$ cat config.mk
export PLATFORM = sky130hd
export DESIGN_NAME = seq_16_bit_subtractor
export DESIGN_NICKNAME = d
export VERILOG_FILES = /design/src/rtl/seq_16_bit_subtractor_pkg.sv /design/src/rtl/seq_16_bit_subtractor_slice.sv /design/src/rtl/seq_16_bit_subtractor.sv
export SDC_FILE = /design/constraint.sdc
export NUM_CORES = 1
export LEC_CHECK = 0
export CAP_MARGIN = 20
export CELL_PAD_IN_SITES_DETAIL_PLACEMENT = 0
export CELL_PAD_IN_SITES_GLOBAL_PLACEMENT = 2
export CORE_ASPECT_RATIO = 1.5
export CORE_MARGIN = 2
export CORE_UTILIZATION = 34
export CTS_CLUSTER_DIAMETER = 30
export CTS_CLUSTER_SIZE = 14
export DETAILED_ROUTE_END_ITERATION = 16
export PLACE_DENSITY_LB_ADDON = 0.1
export SLEW_MARGIN = 20
export SYNTH_ARGS = -nofsm -noshare
export SYNTH_HDL_FRONTEND = slang
export SYNTH_SLANG_ARGS = --single-unit
$ cat constraint.sdc
create_clock -name clk -period 7.3 [get_ports clk]
set_input_delay 0.73 -clock clk [delete_from_list [all_inputs] [get_ports clk]]
set_output_delay 0.73 -clock clk [all_outputs]
set_load 0.03 [all_outputs]
$ cat src/rtl/seq_16_bit_subtractor_pkg.sv
// ============================================================================
// Module : seq_16_bit_subtractor_pkg
// Brief  : Shared state encoding and size defaults for the sequential subtractor
// Rev    : 1.0
// ============================================================================
`default_nettype none

package seq_16_bit_subtractor_pkg;

  localparam int DEF_WIDTH = 16;
  localparam int DEF_SLICE = 4;

  typedef enum logic [1:0] {
    ST_IDLE = 2'd0,
    ST_CALC = 2'd1,
    ST_DONE = 2'd2
  } state_t;

endpackage

`default_nettype wire

$ cat src/rtl/seq_16_bit_subtractor_slice.sv
// ============================================================================
// Module : slice_subtractor
// Brief  : Combinational SLICE-bit subtract with borrow, plus borrow into MSB
// Rev    : 1.0
// ============================================================================
`default_nettype none

module slice_subtractor #(
  parameter int SLICE = 4
) (
  input  logic [SLICE-1:0] a,
  input  logic [SLICE-1:0] b,
  input  logic             bin,
  output logic [SLICE-1:0] d,
  output logic             bout,
  output logic             bmsb
);

  logic [SLICE:0]   full;
  logic [SLICE-1:0] low;

  assign full = {1'b0, a} - {1'b0, b} - {{SLICE{1'b0}}, bin};
  // Subtracting only the bits below the MSB exposes the borrow into the MSB
  assign low  = {1'b0, a[SLICE-2:0]} - {1'b0, b[SLICE-2:0]} - {{(SLICE-1){1'b0}}, bin};

  assign d    = full[SLICE-1:0];
  assign bout = full[SLICE];
  assign bmsb = low[SLICE-1];

endmodule

`default_nettype wire

$ cat src/rtl/seq_16_bit_subtractor.sv
// ============================================================================
// Module : seq_16_bit_subtractor
// Brief  : Multi-cycle a - b - borrow_in, one slice per cycle, start/done handshake
// Rev    : 1.0
// ============================================================================
`default_nettype none

module seq_16_bit_subtractor
  import seq_16_bit_subtractor_pkg::*;
#(
  parameter int WIDTH = DEF_WIDTH,
  parameter int SLICE = DEF_SLICE
) (
  input  logic             clk,
  input  logic             rst,
  input  logic             start,
  input  logic [WIDTH-1:0] input_a,
  input  logic [WIDTH-1:0] input_b,
  input  logic             borrow_in,
  output logic             busy,
  output logic             done,
  output logic [WIDTH-1:0] diff,
  output logic             borrow_out,
  output logic             overflow
);

  localparam int NSLICES = WIDTH / SLICE;
  localparam int IDX_W   = (NSLICES > 1) ? $clog2(NSLICES) : 1;
  localparam logic [IDX_W-1:0] LAST_IDX = IDX_W'(NSLICES - 1);

  state_t           state;
  logic [IDX_W-1:0] idx;
  logic [WIDTH-1:0] op_a;
  logic [WIDTH-1:0] op_b;
  logic [WIDTH-1:0] work;
  logic             br;

  logic [SLICE-1:0] slice_a;
  logic [SLICE-1:0] slice_b;
  logic [SLICE-1:0] slice_d;
  logic             slice_bout;
  logic             slice_bmsb;
  logic [WIDTH-1:0] result;

  assign slice_a = op_a[idx*SLICE +: SLICE];
  assign slice_b = op_b[idx*SLICE +: SLICE];

  slice_subtractor #(
    .SLICE (SLICE)
  ) u_slice (
    .a    (slice_a),
    .b    (slice_b),
    .bin  (br),
    .d    (slice_d),
    .bout (slice_bout),
    .bmsb (slice_bmsb)
  );

  // Final slice is merged here so diff can load the complete word on the DONE edge
  always_comb begin
    result = work;
    result[idx*SLICE +: SLICE] = slice_d;
  end

  always_ff @(posedge clk) begin
    if (rst) begin
      state      <= ST_IDLE;
      idx        <= '0;
      op_a       <= '0;
      op_b       <= '0;
      work       <= '0;
      br         <= 1'b0;
      busy       <= 1'b0;
      done       <= 1'b0;
      diff       <= '0;
      borrow_out <= 1'b0;
      overflow   <= 1'b0;
    end else begin
      done <= 1'b0;
      case (state)
        ST_IDLE, ST_DONE: begin
          if (start) begin
            state <= ST_CALC;
            busy  <= 1'b1;
            op_a  <= input_a;
            op_b  <= input_b;
            br    <= borrow_in;
            idx   <= '0;
            work  <= '0;
          end else begin
            state <= ST_IDLE;
          end
        end
        ST_CALC: begin
          work[idx*SLICE +: SLICE] <= slice_d;
          br <= slice_bout;
          if (idx == LAST_IDX) begin
            state      <= ST_DONE;
            busy       <= 1'b0;
            done       <= 1'b1;
            diff       <= result;
            borrow_out <= slice_bout;
            overflow   <= slice_bmsb ^ slice_bout;
          end else begin
            idx <= idx + 1'b1;
          end
        end
        default: begin
          state <= ST_IDLE;
          busy  <= 1'b0;
        end
      endcase
    end
  end

endmodule

`default_nettype wire

==> run_results.csv, run 1 <==
group,metric,value,unit
status,status,"finished, final reports clean",
timing,tns,0,ns
layout,drive_gt1_share,7.53,%
drt,num_vias,2748,
drt,wl,7.94,mm
logic_synthesis,ys_ff_latch,73,
timing,rsz0062_at_grt,"false",
setup_path,worst-path-buf-inv,1,
timing,finalCritPeriodShare,47.6,%
placed_design,pre_cts_ws,3.77,ns
logic_synthesis,yosysWarnings,0,
setup_path,crit_top_cell,"ha_1",
setup_path,worst_setup_path_start_kind,"flip-flop",
clock_network,ctsHoldBuffers,0,
setup_path,crit_cells,8,
layout,final_area,4160,sq um
setup_path,crit_chain,"mux4_2 > ha_1 > inv_1 > ha_1 > or4b_1 > a2bb2oi_1 > a41oi_1 > a211oi_1",
power,p_leak,0.00152,uW
timing,period_needed,3.47,ns
logic_synthesis,synth_ff_type,"dfxtp_1",
logic_synthesis,ys_seq_area_share,44.6,%
flow_run,cap_violations,0,
placed_design,place_area,3880,sq um
setup_path,cp_max_fo,19,
setup_path,worstPathRequired,7.47,ns
power,irDropWorstVdd,142,uV
logic_synthesis,synth-async-reset-ratio,0,%
placed_design,io_buffer_count,55,
grt,grt_pass1_wl,13.3,mm
drt,drt_pre_antenna_iters,4,
drt,drtIter0Drc,96,
layout,stdcell_count,537,
clock_network,clkSlewWorstSetupHoldPaths,0.06,ns
timing,skew,0.00580,ns
clock_network,h-tree-depth,3,
die,core,9310,sq um
setup_path,cp_top_family,"flip-flops",
setup_path,crit_type,"flip-flop to flip-flop",
power,power_density,238,nW/um^2
layout,n_fill_cell,974,
setup_path,reg2reg_depth,8,
die,die_area,10500,sq um
clock_network,clk-insertion-delay-late,0.33,ns
die,dieWidth,84.2,um
die,start_util,35.2,%
timing,fmax,288,MHz
worst_hold_path,min_path_type,"flip-flop to flip-flop",
timing,slew_headroom,32.8,%
grt,antenna_found_initial,0,
timing,finalHoldViolations,0,
die,pin_count,56,
clock_network,cts.sinks,73,
drt,antenna_left,0,
timing,tightest_slew,0.994,ns
clock_network,postCtsSetupBuffers,0,
clock_network,clockRootBuffer,"clkbuf_16",
layout,syn_to_final_growth,26.8,%
setup_path,slowest_stage,"dfxtp_1",
grt,grt-ovfl-total,0,
timing,slew_violations,0,
die,rows,43,
placed_design,post-dp-hpwl,5.50,mm
timing,layout_setup_ws,3.83,ns
setup_path,critPathCaptureType,"flip-flop",
setup_path,slowest_delay,0.90,ns
clock_network,cts.repair.resized,0,
worst_hold_path,worstHoldPathCells,2,
logic_synthesis,syn_nets,425,
grt,grt_max_degree,74,
logic_synthesis,syn-cell-area,3280,sq um
layout,diodes,0,
clock_network,cts_tree,"done",
die,die_h,124,um
logic_synthesis,yosysUniqueCellTypes,42,
setup_path,arrival,3.65,ns
clock_network,clock_path_buffers,2,
timing,setup_violations,0,
grt,grt_pass1_vias,2789,
drt,wire_per_inst,14.8,um
placed_design,place_inst,521,
grt,grt_use_total,15.9,%
placed_design,place_congestion,0.740,
clock_network,cts_made_buffers,9,
layout,fin_nets,468,
drt,drc,0,
logic_synthesis,syn_avg_cell_area,8.69,sq um
drt,via_per_inst,5.12,
logic_synthesis,synth_cells,377,
logic_synthesis,synth_edf_count,0,
layout make-up:
type	instances	area, sq um	area share [%]
multi-input cells	262	1650	39.7
flip-flops and latches	73	1460	35.2
well taps	112	140	3.37
clock buffers	13	260	6.26
inverters	16	60.1	1.44
clock inverters	3	15.0	0.361
repair buffers	58	568	13.7
path summary, 6_finish.rpt:
path / slack [ns] / start / endpoint
worst max register to register: 3.83 / idx[0]$_SDFFE_PP0P_ / work[11]$_SDFFE_PP0P_
worst min register to register: 0.45 / diff[6]$_SDFFE_PP0P_ / diff[6]$_SDFFE_PP0P_
worst min-delay path: 0.45 / diff[6]$_SDFFE_PP0P_ / diff[6]$_SDFFE_PP0P_
worst max-delay path: 3.83 / idx[0]$_SDFFE_PP0P_ / work[11]$_SDFFE_PP0P_
worst reg2reg max path, delay by kind of cell, from the launching register on:
kind | cells | cell delay (ns)
flip-flops | 1 | 0.90
adder cells (fa/ha/maj) | 2 | 0.68
multiplexers | 1 | 0.61
AO/OA/AOI/OAI | 3 | 0.55
AND/OR/NAND/NOR | 1 | 0.52
buffers and inverters | 1 | 0.04
registers in the layout (all words and copies together), names as in the netlist:
register / cells
work: 16
br: 1
diff: 16
idx: 2
op_b: 16
overflow: 1
done: 1
state: 2
busy: 1
borrow_out: 1
op_a: 16
cell usage after synthesis, types with 3 or more instances:
cell      instances  area (sq um)
nor2_1           33           124
dfxtp_1          73          1460
ha_1             10           125
nor2b_1           4          25.0
nor4bb_1          4          40.0
clkbuf_1         23          86.3
a22oi_1          13          97.6
inv_1            16          60.1
nand2b_1          3          18.8
nand2_1          85           319
nor3_1            4          20.0
a41oi_1           3          26.3
mux4_2            8           180
a22o_1           12           105
a21oi_1          48           240
a211oi_1          7          52.6
stage by stage:
stage	util, %	hold slack, ns	power, uW
6_report	44.7	0.450	988
5_1_grt	44.7	0.479	1040
4_1_cts	44.7	0.453	1000
3_5_place_dp	41.7	0.445	593
3_3_place_gp	41.7	0.441	591
2_1_floorplan	-	0.433	540
placed cells by master, fill, tap and decap left out, types with 2 or more instances in the layout:
cell             count
clkbuf_8             2
nand2b_1             3
fa_1                 2
buf_4                3
a22o_1              12
inv_1               16
ha_1                10
nor2_1              33
a211oi_1             7
o21ai_0              2
clkinv_2             3
a41oi_1              3
and3b_1              2
nor2b_1              3
a2bb2oi_1            2
nor4bb_1             4
clkdlybuf4s50_1     54
dfxtp_1             73
clkbuf_16            9
nand2_1             85
mux4_2               8
nor3_1               4
a21oi_1             48
a311oi_1             2
a22oi_1             13
clkbuf_1             2
metal layers:
layer | wire length, um | GRT usage (%) | vias up
met5 | 0 | 0 | -
met4 | 143 | 6.26 | 0
met3 | 199 | 2.99 | 12
met2 | 4430 | 29.7 | 41
met1 | 3170 | 17.3 | 1305
li1 | - | - | 1390
kinds of logic (layout without fill, tap and decap cells):
logic type	count (synthesis)	after routing	synth area share, %
muxes	10	10	6.15
and+or+nand+nor	145	145	19.5
xor gates and xnor gates	2	2	0.955
buffers and inverters	42	90	5.08
adders and majority gates	12	12	5.04
AOI/OAI and AO/OA	93	93	18.7
DFF	73	73	44.6
power breakdown:
part / switching (uW) / total (uW) / internal, uW
logic: 83.0 / 154 / 71.0
clock network: 160 / 406 / 247
registers: 12.8 / 427 / 415
No activity file was read; power rests on OpenSTA's default activity.
==> run 2: changes to the inputs <==
--- a/config.mk
+++ b/config.mk
@@ -10,7 +10,7 @@
 export CELL_PAD_IN_SITES_GLOBAL_PLACEMENT = 2
 export CORE_ASPECT_RATIO = 1.5
 export CORE_MARGIN = 2
-export CORE_UTILIZATION = 34
+export CORE_UTILIZATION = 28
 export CTS_CLUSTER_DIAMETER = 30
 export CTS_CLUSTER_SIZE = 14
 export DETAILED_ROUTE_END_ITERATION = 16
==> constraint.sdc (replaced) <==
create_clock -name clk -period 2.9 [get_ports clk]
set_input_delay 0.29 -clock clk [delete_from_list [all_inputs] [get_ports clk]]
set_output_delay 0.29 -clock clk [all_outputs]
set_load 0.03 [all_outputs]
==> run_results.csv, run 2 (synthesis gave the netlist of run 1 again) <==
group,metric,value,unit
status,status,"finished, final reports clean",
setup_path,slowest_stage,"mux4_2",
drt,wire_per_inst,14.7,um
timing,whs,0.305,ns
worst_hold_path,min_path_type,"input port to flip-flop",
placed_design,pre_cts_ws,-0.122,ns
clock_network,clkSlewWorstSetupHoldPaths,0.06,ns
drt,wl,8.78,mm
clock_network,clk-insertion-delay-late,0.34,ns
flow_run,cap_violations,0,
timing,fmax,362,MHz
worst_hold_path,hold_end,"diff[15]$_SDFFE_PP0P_",
drt,num_vias,2813,
setup_path,reg2reg_depth,9,
drt,via_per_inst,4.70,
clock_network,cts.sinks,73,
timing,layout_setup_ws,0.135,ns
timing,slew_headroom,55.6,%
setup_path,cp_top_family,"compound AO/OA/AOI/OAI gates",
timing,rsz0062_at_grt,"false",
clock_network,h-tree-depth,3,
setup_path,worst-path-buf-inv,3,
setup_path,crit_top_cell,"buf_4",
power,p_total,2630,uW
drt,drt_pre_antenna_iters,4,
setup_path,critPathLaunch,"idx[0]$_SDFFE_PP0P_",
worst_hold_path,hp-start,"rst",
layout,diodes,0,
timing,slew_violations,0,
setup_path,crit_chain,"buf_4 > buf_4 > mux4_2 > buf_4 > fa_1 > a21bo_2 > a2bb2oi_2 > xnor3_1 > a211oi_2",
drt,antenna_left,0,
layout,syn_to_final_growth,37.3,%
setup_path,arrival,3.03,ns
timing,tightest_slew,0.666,ns
setup_path,r2r-end,"overflow$_SDFFE_PP0P_",
setup_path,crit_type,"flip-flop to flip-flop",
power,p_leak,0.00164,uW
die,core,11500,sq um
layout,drive_gt1_share,16.5,%
layout,n_fill_cell,1187,
setup_path,critPathCaptureType,"flip-flop",
timing,period_needed,2.76,ns
die,pin_count,56,
timing,tns,0,ns
layout,register_area,1470,sq um
power,power_density,584,nW/um^2
grt,grt_max_degree,38,
setup_path,cp_max_fo,10,
timing,setup_violations,0,
placed_design,io_buffer_count,55,
clock_network,cts_made_buffers,9,
layout,layout_common_cells,"nand2_1 (85), dfxtp_1 (71), clkdlybuf4s50_1 (54)",
die,die_area,12600,sq um
die,rows,48,
grt,grt-ovfl-total,0,
drt,drtIter0Drc,89,
clock_network,clockRootBuffer,"clkbuf_16",
grt,grt_pass1_wl,14.3,mm
worst_hold_path,worstHoldPathCells,2,
timing,finalCritPeriodShare,95.3,%
die,die_h,136,um
setup_path,reg2reg_slack,0.14,ns
layout,fin_nets,492,
clock_network,clock_path_buffers,2,
power,irDropWorstVdd,265,uV
setup_path,worst_setup_path_start_kind,"flip-flop",
grt,antenna_found_initial,0,
die,start_util,28.6,%
die,dieWidth,92.3,um
layout,multiInputGateArea,1740,sq um
setup_path,slowest_delay,0.54,ns
timing,skew,0.00403,ns
timing,finalHoldViolations,0,
grt,grt_use_total,14.8,%
setup_path,worstPathRequired,3.16,ns
drt,drc,0,
placed_design,post-dp-hpwl,6.45,mm
grt,grt_pass1_vias,2801,
setup_path,rr_startpoint,"idx[0]$_SDFFE_PP0P_",
layout,final_common_cell,"nand2_1",
clock_network,cts_tree,"done",
placed_design,place_congestion,0.731,
## run 2: what timing repair did
| item | CTS | global route |
|---|---|---|
| buffers inserted | 0 | 2 |
| gates resized for setup | 2 | 19 |
| endpoints found under the hold margin | 0 | 0 |
| pin swaps | 0 | 4 |
| endpoints found under the setup margin | 9 | 10 |
| hold buffers | 0 | 0 |
## run 2: where the power goes
| group | total [uW] | internal [uW] | switching (uW) |
|---|---|---|---|
| clock | 1050 | 624 | 430 |
| combinational | 501 | 254 | 247 |
| sequential | 1070 | 1040 | 26.4 |
| total | 2630 | 1920 | 704 |
## run 2: per-stage QoR
step,area (sq um),util [%],instances
after floorplan,3300,-,377
after global placement,4110,35.8,581
after detailed placement,4110,35.8,581
after CTS,4400,38.4,597
after global routing,4500,39.2,599
final,4500,39.2,599
## run 2: routing by layer
metal  vias up  global-route usage (%)  wire [um]
li1       1439                       -          -
met1      1326                    16.1       3530
met2        37                    27.1       4860
met3        11                    2.81        202
met4         0                    7.63        185
met5         -                       0          0
## run 2: area by class of cell
type / count / area share, %
repair buffers: 82 / 16.9
well taps: 150 / 4.17
flip-flops and latches: 73 / 32.6
clock inverters: 4 / 0.612
multi-input cells: 262 / 38.7
clock buffers: 12 / 5.70
inverters: 16 / 1.34
## run 2: worst reg2reg max path, stage by stage (launching register included)
cell and delay, ns:
dfxtp_4 0.40, buf_4 0.13, buf_4 0.16, mux4_2 0.55
buf_4 0.16, fa_1 0.46, a21bo_2 0.22, a2bb2oi_2 0.15
xnor3_1 0.24, a211oi_2 0.21
## run 2: how the worst max path moves through the flow
stage / to / slack (ns) / cells past startpoint
floorplan: work[11]$_SDFFE_PP0P_ / 0.01 / 10
global placement: diff[11]$_SDFFE_PP0P_ / -0.05 / 9
detailed placement: work[11]$_SDFFE_PP0P_ / -0.12 / 9
CTS: work[3]$_SDFFE_PP0P_ / 0.03 / 10
global route: diff[15]$_SDFFE_PP0P_ / 0.002 / 11
finish: overflow$_SDFFE_PP0P_ / 0.14 / 9
